## src/rtl/snake_vga_pkg.sv

```systemverilog
// Shared constants, colours and scheduler state for the snake VGA path.
package snake_vga_pkg;
  localparam int X_W = 8;
  localparam int Y_W = 7;
  localparam int C_W = 3;
  localparam logic [X_W-1:0] X_MAX = 8'd159;
  localparam logic [Y_W-1:0] Y_MAX = 7'd119;

  localparam logic [C_W-1:0] BLACK  = 3'b000;
  localparam logic [C_W-1:0] BLUE   = 3'b001;
  localparam logic [C_W-1:0] GREEN  = 3'b010;
  localparam logic [C_W-1:0] RED    = 3'b100;
  localparam logic [C_W-1:0] PURPLE = 3'b101;

  typedef enum logic {IDLE, CLEAR} sched_state_e;

  function automatic logic on_screen(input logic [X_W-1:0] x, input logic [Y_W-1:0] y);
    return (x <= X_MAX) && (y <= Y_MAX);
  endfunction
endpackage

```

## src/rtl/rr_arbiter.sv

```systemverilog
// Combinational round-robin pick: first valid requester at or above ptr_i, wrapping.
module rr_arbiter #(
  parameter int NUM_REQ = 3,
  localparam int PTR_W = (NUM_REQ > 1) ? $clog2(NUM_REQ) : 1
) (
  input  logic [NUM_REQ-1:0] valid_i,
  input  logic [PTR_W-1:0]   ptr_i,
  output logic [NUM_REQ-1:0] grant_o,
  output logic [PTR_W-1:0]   gidx_o
);
  logic             found;
  logic [PTR_W:0]   sum;
  logic [PTR_W-1:0] idx;

  always_comb begin
    grant_o = '0;
    gidx_o  = '0;
    found   = 1'b0;
    sum     = '0;
    idx     = '0;
    for (int k = 0; k < NUM_REQ; k++) begin
      sum = {1'b0, ptr_i} + (PTR_W+1)'(k);
      if (sum >= (PTR_W+1)'(NUM_REQ)) sum = sum - (PTR_W+1)'(NUM_REQ);
      idx = sum[PTR_W-1:0];
      if (!found && valid_i[idx]) begin
        found        = 1'b1;
        grant_o[idx] = 1'b1;
        gidx_o       = idx;
      end
    end
  end
endmodule

```

## src/rtl/vga_plot_scheduler.sv

```systemverilog
// Round-robin pixel-port sharer with a full-frame clear engine.
// PLOT_STATS_EN adds drop_count, a saturating count of offscreen transfers.
module vga_plot_scheduler
  import snake_vga_pkg::*;
#(
  parameter int NUM_REQ = 3,
  localparam int PTR_W = (NUM_REQ > 1) ? $clog2(NUM_REQ) : 1
) (
  input  logic                   clk,
  input  logic                   resetn,
  input  logic [NUM_REQ-1:0]     req_valid,
  output logic [NUM_REQ-1:0]     req_ready,
  input  logic [NUM_REQ*X_W-1:0] req_x,
  input  logic [NUM_REQ*Y_W-1:0] req_y,
  input  logic [NUM_REQ*C_W-1:0] req_colour,
  input  logic                   clear_start,
  input  logic [C_W-1:0]         clear_colour,
  output logic                   clear_busy,
  output logic                   clear_done,
  output logic [X_W-1:0]         plot_x,
  output logic [Y_W-1:0]         plot_y,
  output logic [C_W-1:0]         plot_colour,
`ifdef PLOT_STATS_EN
  output logic [15:0]            drop_count,
`endif
  output logic                   plot_en
);
  sched_state_e     state_q, state_d;
  logic [PTR_W-1:0] ptr_q, ptr_d, gidx;
  logic [NUM_REQ-1:0] grant;
  logic [X_W-1:0]   cx_q, cx_d, px_q, px_d, gx;
  logic [Y_W-1:0]   cy_q, cy_d, py_q, py_d, gy;
  logic [C_W-1:0]   ccol_q, ccol_d, pc_q, pc_d, gc;
  logic             pen_q, pen_d, done_q, done_d;
  logic             xfer, onscr;

  rr_arbiter #(.NUM_REQ(NUM_REQ)) u_arb (
    .valid_i(req_valid), .ptr_i(ptr_q), .grant_o(grant), .gidx_o(gidx)
  );

  assign gx    = req_x[gidx*X_W +: X_W];
  assign gy    = req_y[gidx*Y_W +: Y_W];
  assign gc    = req_colour[gidx*C_W +: C_W];
  assign onscr = on_screen(gx, gy);

  // clear_start outranks every requester in the cycle it is seen
  assign req_ready = (resetn && state_q == IDLE && !clear_start) ? grant : '0;
  assign xfer      = |req_ready;

  always_comb begin
    state_d = state_q;
    ptr_d   = ptr_q;
    cx_d    = cx_q;
    cy_d    = cy_q;
    ccol_d  = ccol_q;
    px_d    = px_q;
    py_d    = py_q;
    pc_d    = pc_q;
    pen_d   = 1'b0;
    done_d  = 1'b0;
    case (state_q)
      IDLE: begin
        if (clear_start) begin
          state_d = CLEAR;
          cx_d    = '0;
          cy_d    = '0;
          ccol_d  = clear_colour;
        end else if (xfer) begin
          ptr_d = (gidx == PTR_W'(NUM_REQ-1)) ? '0 : gidx + 1'b1;
          if (onscr) begin
            px_d  = gx;
            py_d  = gy;
            pc_d  = gc;
            pen_d = 1'b1;
          end
        end
      end
      CLEAR: begin
        px_d  = cx_q;
        py_d  = cy_q;
        pc_d  = ccol_q;
        pen_d = 1'b1;
        if (cx_q == X_MAX) begin
          cx_d = '0;
          if (cy_q == Y_MAX) begin
            cy_d    = '0;
            state_d = IDLE;
            done_d  = 1'b1;
          end else begin
            cy_d = cy_q + 1'b1;
          end
        end else begin
          cx_d = cx_q + 1'b1;
        end
      end
      default: state_d = IDLE;
    endcase
  end

  always_ff @(posedge clk) begin
    if (!resetn) begin
      state_q <= IDLE;
      ptr_q   <= '0;
      cx_q    <= '0;
      cy_q    <= '0;
      ccol_q  <= '0;
      px_q    <= '0;
      py_q    <= '0;
      pc_q    <= '0;
      pen_q   <= 1'b0;
      done_q  <= 1'b0;
    end else begin
      state_q <= state_d;
      ptr_q   <= ptr_d;
      cx_q    <= cx_d;
      cy_q    <= cy_d;
      ccol_q  <= ccol_d;
      px_q    <= px_d;
      py_q    <= py_d;
      pc_q    <= pc_d;
      pen_q   <= pen_d;
      done_q  <= done_d;
    end
  end

  assign plot_x      = px_q;
  assign plot_y      = py_q;
  assign plot_colour = pc_q;
  assign plot_en     = pen_q;
  assign clear_done  = done_q;
  assign clear_busy  = (state_q == CLEAR);

`ifdef PLOT_STATS_EN
  logic [15:0] dcnt_q;
  always_ff @(posedge clk) begin
    if (!resetn)                               dcnt_q <= '0;
    else if (xfer && !onscr && dcnt_q != 16'hFFFF) dcnt_q <= dcnt_q + 1'b1;
  end
  assign drop_count = dcnt_q;
`endif
endmodule

```

## config.mk

```make
export PLATFORM = sky130hd
export DESIGN_NAME = vga_plot_scheduler
export DESIGN_NICKNAME = d
export VERILOG_FILES = /design/src/rtl/snake_vga_pkg.sv /design/src/rtl/rr_arbiter.sv /design/src/rtl/vga_plot_scheduler.sv
export SDC_FILE = /design/constraint.sdc
export NUM_CORES = 1
export LEC_CHECK = 0
export CAP_MARGIN = 5
export CORE_AREA = 3 3 79 81
export DETAILED_ROUTE_END_ITERATION = 8
export DIE_AREA = 0 0 82 84
export HOLD_SLACK_MARGIN = 0.08
export PLACE_DENSITY = 0.83
export SETUP_SLACK_MARGIN = 0.02
export SYNTH_ARGS = -nofsm -noshare
export SYNTH_HDL_FRONTEND = slang
export SYNTH_SLANG_ARGS = --single-unit
```

## constraint.sdc

```tcl
create_clock -name clk -period 7.4 [get_ports clk]
set_input_delay 1.48 -clock clk [delete_from_list [all_inputs] [get_ports clk]]
set_output_delay 1.48 -clock clk [all_outputs]
set_load 0.05 [all_outputs]
```

==> results of run 1 <==
where the power goes:
group	total (W)	leakage [nW]	switching, W	internal, W
Sequential	0.000247	0.334	0.0000124	0.000235
Combinational	0.000343	0.931	0.000216	0.000128
Clock	0.000146	0.0439	0.0000812	0.0000652
cell type report:
class | instances | area [µm²] | share of cell area
multi-input cells | 292 | 1800 | 0.489
repair buffers | 87 | 868 | 0.236
flip-flops and latches | 41 | 821 | 0.223
well taps | 72 | 90.1 | 0.0244
clock buffers | 5 | 68.8 | 0.0187
inverters | 5 | 18.8 | 0.00509
clock inverters | 3 | 17.5 | 0.00475
logic make-up (layout without fill, tap and decap cells):
group,count (synthesis),after routing,share of synthesized area
muxes,12,12,0.0463
xor gates and xnor gates,2,2,0.00630
DFF,41,41,0.295
AOI/OAI and AO/OA,127,127,0.308
buffers and inverters,31,100,0.0575
and+or+nand+nor,145,145,0.260
adders and majority gates,6,6,0.0270
metrics by stage:
step / utilization / hold WS [ps] / setup WS (ps)
final: 0.665 / 509 / 1890
after global routing: 0.665 / 531 / 1740
after CTS: 0.665 / 507 / 1910
after detailed placement: 0.650 / 493 / 1930
after global placement: 0.650 / 490 / 1990
after floorplan: - / 446 / 2540
worst max-delay path: stages:
cell	delay [ps]
clkdlybuf4s50_1	500
mux2i_2	300
mux2i_2	210
o21a_1	320
nor3_1	350
clkdlybuf4s50_1	870
path summary, 6_finish.rpt:
check,from,endpoint
min reg2reg,cx_q[7]$_SDFFE_PN0P_,plot_x[7]$_SDFFE_PN0P_
max,req_valid[1],req_ready[2]
max reg2reg,ptr_q[0]$_SDFFE_PN0P_,plot_colour[0]$_SDFFE_PN0P_
min,cx_q[7]$_SDFFE_PN0P_,plot_x[7]$_SDFFE_PN0P_
flip-flops by register name (all words and copies together) (netlist names):
name	flops
cy_q	7
plot_colour	3
ccol_q	3
cx_q	8
plot_x	8
plot_y	7
clear_busy	1
clear_done	1
ptr_q	2
plot_en	1
cell usage in the layout (no fill, tap or decap), types with 2 or more instances in the layout:
master / n
clkdlybuf4s50_1: 86
nand2_1: 46
dfxtp_1: 41
a21oi_1: 34
o21ai_0: 28
nor2_1: 21
nand3_1: 17
a211oi_1: 12
nor3_1: 12
nor2b_1: 12
mux2i_1: 9
o2111ai_1: 8
o311ai_1: 8
and2_1: 7
and3_1: 7
ha_1: 6
inv_1: 5
nand2b_1: 5
a21boi_0: 5
clkbuf_8: 5
o221ai_1: 4
o31ai_1: 4
o22ai_1: 3
nand3b_1: 3
nor4_1: 3
o22a_1: 2
mux2i_2: 2
o21a_1: 2
or3_1: 2
o211a_1: 2
nor3_2: 2
nor3b_1: 2
xnor2_1: 2
a2111oi_0: 2
a31oi_1: 2
clkinv_2: 2
routing by layer:
metal | wire length (µm) | GRT usage
met1 | 3600 | 0.325
met2 | 4060 | 0.408
met3 | 635 | 0.0583
met4 | 117 | 0.0483
met5 | 0 | 0
==> reports/qor.txt, run 1 <==
initial antenna violation count - 0
Post-synth top cells - nand2_1, dfxtp_1, a21oi_1
Num CTS Buffers - 5
H-tree Lvls - 2
Inst Count DP - 497
CP Max Fanout - 7
clock period minus worst slack - 5510 ps
vias in the first global route - 2859
count of input and output buffers - 86
core box area - 5540 µm²
Post-CTS Hold Buffers - 0
YS warnings - 0
Antenna Diode Count - 0
Post-Syn Nets - 433
Starting Density - 0.502
Crit Path Class - in2out
Skew-Pair Late Insertion Delay - 290 ps
post-DP HPWL - 6260 µm
first-pass GRT wire length - 13700 µm
Die Y - 84 µm
fin crit share - 0.745
Hold Path Depth - 2
VDD IR max - 0.000137 V
final instance area - 3690 µm²
area grow syn2layout - 32.5%
WL final - 8410 µm
clk sinks - 41
vias per cell - 6.06
CP arrival - 4030 ps
DRT iter0 DRCs - 227
total number of vias - 3058
boundary pin count - 87
Lkg Pwr - 1.31 nW
sequential area share after synthesis - 0.295
top cell type's share of synthesized area - 0.295
top post-synthesis cells by area - dfxtp_1, nand2_1, a21oi_1
num rows - 27
Placed Instance Area - 3600 µm²
number of max-cap violations - 0
Highest Clock Rate - 0.181 GHz
post-CTS setup buffers - 0
largest area contributor in the netlist - dfxtp_1
post-route ant nets - 0
fin. max-slew vios - 0
top-count cell post-synth - nand2_1
setup_tns - 0 ps
drt wl/cell - 16.7 µm
Synth Cell Area - 2780 µm²
final hold violations - 0
#FFs+latches synth - 41
DR DRC count - 0
FF-to-FF path depth - 10
Pwr Total - 0.000737 W
total global routing overflow - 0
PD cells - 200 nW/µm²
Hold Crit Class - reg2reg
Worst Skew - 4.25 ps
die area - 6890 µm²
RSZ-0062 raised after global routing - no
startpoint types - primary input
synth unique cells - 56
Final Non-Filler Cells - 505
cells after synthesis - 364
gr usage total - 0.247
Post-synth EDFFs - 0
placer congestion estimate - 0.808
prevailing post-synth register cell - dfxtp_1
proportion of layout cells with a drive suffix above 1 - 0.0508
fin nets - 501
Worst setup EP type - primary output
ys async rst share - 0
FF-to-FF setup slack - 3440 ps
max_slew headroom - 0.247
Clock Path Buffers - 2
number of fill cells - 506
CTS tree - done
CTS clock-pin slew for the worst setup and hold paths - 80 ps
Slew @ Worst Pin - 1130 ps
First-pass DRT Iterations - 4
die width - 82 µm
post-cts sizing count - 0
largest net degree at the start of global routing - 49
status - finished clean
Setup-failing EPs final - 0
syn_area_per_cell - 7.64 µm²
Root Buffer - clkbuf_8
required time of the worst setup path - 5920 ps
Power figures use the tool's default switching activity.
==> run 2: changes to the inputs <==
--- a/config.mk
+++ b/config.mk
@@ -6,11 +6,11 @@
 export NUM_CORES = 1
 export LEC_CHECK = 0
 export CAP_MARGIN = 5
-export CORE_AREA = 3 3 79 81
+export CORE_AREA = 3 3 85 87
 export DETAILED_ROUTE_END_ITERATION = 8
-export DIE_AREA = 0 0 82 84
+export DIE_AREA = 0 0 88 90
 export HOLD_SLACK_MARGIN = 0.08
-export PLACE_DENSITY = 0.83
+export PLACE_DENSITY = 0.76
 export SETUP_SLACK_MARGIN = 0.02
 export SYNTH_ARGS = -nofsm -noshare
 export SYNTH_HDL_FRONTEND = slang
==> constraint.sdc (replaced) <==
create_clock -name clk -period 4.65 [get_ports clk]
set_input_delay 0.93 -clock clk [delete_from_list [all_inputs] [get_ports clk]]
set_output_delay 0.93 -clock clk [all_outputs]
set_load 0.05 [all_outputs]
==> run 2 against run 1 <==
  * Sequential share of layout area shrank 0.69 points
  * Via count is essentially flat
  * Die area grew 15%
  * Clock power grew 100%
  * First-iteration DRC count grew 19%
  * Design area grew 3.2%
  * Register-to-register slack lost 2300 ps
  * Critical endpoint is now req_ready[1]
  * Largest power group unchanged
==> reports/qor.txt, run 2 (synthesized netlist as in run 1, its figures left out) <==
Clock Path Buffers - 2 (unchanged)
drt wl/cell - 15.8 µm (-5.1%)
Lkg Pwr - 1.37 nW (+4.5%)
WL final - 8170 µm (-2.9%)
H-tree Lvls - 2 (unchanged)
final hold violations - 0 (unchanged)
Hold Startpoint - cx_q[7]$_SDFFE_PN0P_
fin. max-slew vios - 0 (unchanged)
FF-to-FF setup slack - 1130 ps (-2310 ps)
status - finished clean
Hold Slack - 506 ps (-3.16 ps)
initial antenna violation count - 0 (unchanged)
startpoint types - primary input
Antenna Diode Count - 0 (unchanged)
Worst setup EP type - primary output
post-cts sizing count - 0 (unchanged)
setup_tns - 0 ps (unchanged)
Skew-Pair Late Insertion Delay - 300 ps (about the same)
RSZ-0062 raised after global routing - no
post-route ant nets - 0 (unchanged)
max_slew headroom - 0.574 (+0.327)
first-pass GRT wire length - 13500 µm (-1.3%)
gr usage total - 0.207 (-0.0408)
clk sinks - 41 (unchanged)
area grow syn2layout - 36.7%
CP arrival - 2940 ps (-1090 ps)
Critical Path Source - req_valid[1]
fin nets - 508 (+1.4%)
Worst Hold End - plot_x[7]$_SDFFE_PN0P_
post-DP HPWL - 6240 µm (-0.30%)
Layout Utilization - 0.592 (-0.0731)
Hold Crit Class - reg2reg
vias in the first global route - 2873 (+0.49%)
die area - 7920 µm² (+15%)
Starting Density - 0.433 (-0.0690)
CTS clock-pin slew for the worst setup and hold paths - 90 ps (about the same)
num rows - 29 (+7.4%)
PD cells - 330 nW/µm² (+65%)
boundary pin count - 87 (unchanged)
clock period minus worst slack - 3870 ps
number of max-cap violations - 0 (unchanged)
First-pass DRT Iterations - 6 (+2)
FF-to-FF path depth - 11 (+1)
Post-CTS Hold Buffers - 0 (unchanged)
RR Endpoint - plot_x[4]$_SDFFE_PN0P_
CTS tree - done
Slew @ Worst Pin - 633 ps (-497 ps)
largest net degree at the start of global routing - 48 (-2.0%)
worst reg2reg startpoint - ptr_q[0]$_SDFFE_PN0P_
CP Max Fanout - 7 (unchanged)
Num CTS Buffers - 5 (unchanged)
die width - 88 µm (+7.3%)
total global routing overflow - 0 (unchanged)
required time of the worst setup path - 3720 ps (-2200 ps)
Worst Skew - 9.05 ps (+4.80 ps)
VDD IR max - 0.000279 V (+100%)
count of input and output buffers - 86 (unchanged)
Root Buffer - clkbuf_8
commonest cells after routing, fill and taps aside - clkdlybuf4s50_1, nand2_1, dfxtp_1, a21oi_1, o21ai_0
DR DRC count - 0 (unchanged)
fin crit share - 0.832
vias per cell - 5.91 (-2.4%)
post-CTS setup buffers - 0 (unchanged)
Crit Path Class - in2out
total number of vias - 3057 (-0.033%)
DRT iter0 DRCs - 270 (+19%)
most common cell after layout, fill and taps aside - clkdlybuf4s50_1
Highest Clock Rate - 0.259 GHz
Setup-failing EPs final - 0 (unchanged)
placer congestion estimate - 0.863 (+6.7%)
Die Y - 90 µm (+7.1%)
core box area - 6420 µm² (+16%)
proportion of layout cells with a drive suffix above 1 - 0.0727 (+0.0219)
Hold Path Depth - 2 (unchanged)
==> run 2: cell types whose count changed in the layout (fill, tap and decap cells not counted), sizes merged <==
cell	before	now
clkinv	2	1
bufinv	0	1
clkdlybuf4s50	86	83
buf	1	11
==> run 2: area by class of cell <==
cell class / count / area [µm²]
fill: 590 / 2620
clock buffer: 5 / 68.8
clock inverter: 3 / 46.3
inverter: 5 / 18.8
multi-input combinational: 292 / 1800
tap: 77 / 96.3
timing repair buffer: 94 / 951
sequential: 41 / 821
==> run 2: critical path, stage by stage <==
cell and delay [ps]:
clkdlybuf4s50_1 490, mux2i_1 280, o22a_1 310, a21boi_0 160, a211oi_1 550, buf_12 210
==> run 2: routing by layer <==
| layer | vias up | global-route usage | share of wire |
|---|---|---|---|
| met3 | 23 | 0.0375 | 0.053 |
| met4 | 0 | 0.0639 | 0.023 |
| met2 | 108 | 0.323 | 0.47 |
| met5 | - | 0 | 0 |
| li1 | 1506 | - | - |
| met1 | 1420 | 0.285 | 0.45 |
==> run 2: per-stage QoR <==
stage               setup slack [ps]  total power (W)  instance area (µm²)  instances
floorplan                        629         0.000791                 2780        364
global placement                 817         0.000953                 3690        509
detailed placement               714         0.000960                 3690        509
CTS                              790          0.00125                 3800        517
global route                     590          0.00132                 3800        517
finish                           782          0.00125                 3800        517
==> run 2: power by group <==
group	leakage (nW)	total (W)	internal [W]	switching (W)
Combinational	0.979	0.000571	0.000224	0.000346
Clock	0.0543	0.000294	0.000161	0.000134
Sequential	0.334	0.000389	0.000374	0.0000151
Total	1.37	0.00125	0.000759	0.000495
==> run 2: worst max-delay path by stage <==
stage / slack (ps) / end
6_report: 780 / req_ready[1]
5_1_grt: 590 / req_ready[1]
4_1_cts: 790 / req_ready[1]
3_5_place_dp: 710 / plot_y[4]$_SDFFE_PN0P_
3_3_place_gp: 820 / plot_colour[0]$_SDFFE_PN0P_
2_1_floorplan: 630 / plot_y[0]$_SDFFE_PN0P_
==> run 3: changes to the inputs <==
--- a/config.mk
+++ b/config.mk
@@ -6,11 +6,11 @@
 export NUM_CORES = 1
 export LEC_CHECK = 0
 export CAP_MARGIN = 5
-export CORE_AREA = 3 3 85 87
+export CORE_AREA = 3 3 81 83
 export DETAILED_ROUTE_END_ITERATION = 8
-export DIE_AREA = 0 0 88 90
+export DIE_AREA = 0 0 84 86
 export HOLD_SLACK_MARGIN = 0.08
-export PLACE_DENSITY = 0.76
+export PLACE_DENSITY = 0.8
 export SETUP_SLACK_MARGIN = 0.02
 export SYNTH_ARGS = -nofsm -noshare
 export SYNTH_HDL_FRONTEND = slang
==> constraint.sdc (replaced) <==
create_clock -name clk -period 3.8 [get_ports clk]
set_input_delay 0.76 -clock clk [delete_from_list [all_inputs] [get_ports clk]]
set_output_delay 0.76 -clock clk [all_outputs]
set_load 0.05 [all_outputs]
==> run 3 against run 2 <==
  * Sequential share of layout area hardly changed
  * Clock-buffer cell count increased by 2
  * Global-route usage up 3.5 points
  * Setup slack lost 430 ps
  * Non-clock buffer count is 1 higher
  * Utilization grew 4.9 points
  * Combinational power rose by 25%
  * First-iteration DRC count is 44% lower
  * Via count up 1.1%
==> reports/qor.txt, run 3 (synthesized netlist as in run 1, its figures left out) <==
First-pass DRT Iterations - 4 (-2)
number of max-cap violations - 0 (unchanged)
DRT iter0 DRCs - 150 (-44%)
clk sinks - 41 (unchanged)
startpoint types - flip-flop
num rows - 28 (-3.4%)
total global routing overflow - 0 (unchanged)
Crit Path Class - reg2out
Antenna Diode Count - 0 (unchanged)
fin. max-slew vios - 0 (unchanged)
Critical Path Source - ptr_q[0]$_SDFFE_PN0P_
Hold Crit Class - reg2reg
commonest cells after routing, fill and taps aside - clkdlybuf4s50_1, nand2_1, dfxtp_1, a21oi_1, o21ai_0
Worst Skew - 3.33 ps (-5.72 ps)
fin crit share - 0.907
status - finished clean
CTS tree - done
vias per cell - 6.00 (+1.5%)
boundary pin count - 87 (unchanged)
post-CTS setup buffers - 0 (unchanged)
VDD IR max - 0.000300 V (+7.7%)
most common cell after layout, fill and taps aside - clkdlybuf4s50_1
Highest Clock Rate - 0.290 GHz
Inst Count DP - 508 (-0.20%)
DP Worst Slack - -11.9 ps (-726 ps)
placer congestion estimate - 0.919 (+6.5%)
proportion of layout cells with a drive suffix above 1 - 0.0773 (+0.00455)
CTS clock-pin slew for the worst setup and hold paths - 70 ps (-20 ps)
fin nets - 509 (+0.20%)
RSZ-0062 raised after global routing - no
DR DRC count - 0 (unchanged)
final hold violations - 0 (unchanged)
total number of vias - 3091 (+1.1%)
Hold Path Depth - 2 (unchanged)
CP Max Fanout - 11 (+4)
vias in the first global route - 3070 (+6.9%)
clock period minus worst slack - 3450 ps
Starting Density - 0.470 (+0.0367)
core box area - 5920 µm² (-7.8%)
largest net degree at the start of global routing - 48 (unchanged)
FF-to-FF path depth - 11 (unchanged)
Skew-Pair Late Insertion Delay - 290 ps (about the same)
worst-path cell chain - inv_1 -> ha_1 -> mux2i_1 -> o22a_1 -> a21boi_0 -> a211oi_2 -> buf_12
CP arrival - 2690 ps (-250 ps)
RR Endpoint - plot_y[2]$_SDFFE_PN0P_
Worst setup EP type - primary output
post-DP HPWL - 6620 µm (+6.1%)
crit path to - req_ready[1]
PD cells - 389 nW/µm² (+18%)
Lkg Pwr - 1.36 nW (-0.23%)
post-route setup slack - 352 ps (-430 ps)
Slew @ Worst Pin - 601 ps (-31.1 ps)
die area - 7220 µm² (-8.8%)
initial antenna violation count - 0 (unchanged)
required time of the worst setup path - 3040 ps (-680 ps)
H-tree Lvls - 2 (unchanged)
max_slew headroom - 0.599 (+0.0242)
WL final - 8580 µm (+5.0%)
first-pass GRT wire length - 14500 µm (+7.8%)
Setup-failing EPs final - 0 (unchanged)
FF-to-FF setup slack - 430 ps (-700 ps)
gr usage total - 0.242 (+0.0353)
drt wl/cell - 16.7 µm (+5.4%)
Clock Path Buffers - 2 (unchanged)
Final Non-Filler Cells - 515 (-0.39%)
Num CTS Buffers - 5 (unchanged)
CP max stage delay - 480 ps (-70 ps)
worst reg2reg startpoint - ptr_q[0]$_SDFFE_PN0P_
slowest stage cell, crit path - ha_1
number of fill cells - 517 (-12%)
Pwr Total - 0.00148 W (+18%)
Die Y - 86 µm (-4.4%)
post-route ant nets - 0 (unchanged)
area grow syn2layout - 36.4%
die width - 84 µm (-4.5%)
Root Buffer - clkbuf_8
count of input and output buffers - 86 (unchanged)
run 3: changes by cell type in the layout (fill, tap and decap cells not counted), sizes merged:
| cell | delta |
|---|---|
| bufinv | -1 |
| clkinv | -1 |
| buf | +1 |
| clkbuf | +2 |
| clkinvlp | -1 |
run 3: area by class of cell:
class                           instances  area [µm²]  area share
Clock buffer                            7        86.3      0.0227
Inverter                                5        18.8     0.00494
Multi-Input combinational cell        292        1820       0.479
Sequential cell                        41         821       0.216
Tap cell                               75        93.8      0.0247
Timing Repair Buffer                   95         958       0.252
run 3: power breakdown:
group / total [W] / switching [W] / leakage (nW) / internal, W
clock: 0.000286 / 0.000141 / 0.0443 / 0.000144
combinational: 0.000713 / 0.000432 / 0.986 / 0.000280
sequential: 0.000477 / 0.0000194 / 0.334 / 0.000458
total: 0.00148 / 0.000593 / 1.36 / 0.000882
run 3: metal layers:
metal  global-route usage  share of wire
met5                    0              0
met4               0.0775          0.018
met3               0.0423          0.060
met2                0.428           0.50
met1                0.299           0.42
run 3: how the worst min path moves through the flow:
| stage | from | endpoint | slack (ps) |
|---|---|---|---|
| detailed placement | cx_q[7]$_SDFFE_PN0P_ | plot_x[7]$_SDFFE_PN0P_ | 480 |
| global route | cx_q[7]$_SDFFE_PN0P_ | plot_x[7]$_SDFFE_PN0P_ | 530 |
| CTS | cx_q[7]$_SDFFE_PN0P_ | plot_x[7]$_SDFFE_PN0P_ | 490 |
| global placement | cx_q[7]$_SDFFE_PN0P_ | plot_x[7]$_SDFFE_PN0P_ | 470 |
| floorplan | cx_q[7]$_SDFFE_PN0P_ | plot_x[7]$_SDFFE_PN0P_ | 450 |
| finish | cx_q[7]$_SDFFE_PN0P_ | plot_x[7]$_SDFFE_PN0P_ | 480 |
run 3: per-stage QoR:
step,setup TNS (ps),util,hold slack (ps),instance area [µm²]
floorplan,0,-,446,2800
global placement,0,0.626,471,3710
detailed placement,-11.9,0.626,477,3710
CTS,0,0.641,489,3790
global route,0,0.641,529,3800
finish,0,0.641,484,3800
run 3: critical path, delay by kind of cell, from the launching register on:
kind                     cells  cell delay (ps)
AO/OA/AOI/OAI                3              940
adder cells (fa/ha/maj)      1              480
flip-flops                   1              380
multiplexers                 1              320
buffers and inverters        2              270
run 3: what timing repair did:
| item | 4_1_cts | 5_1_grt |
|---|---|---|
| gates resized for setup | 0 | 1 |
| setup endpoints to repair | 0 | 1 |
| hold buffers | 0 | 0 |
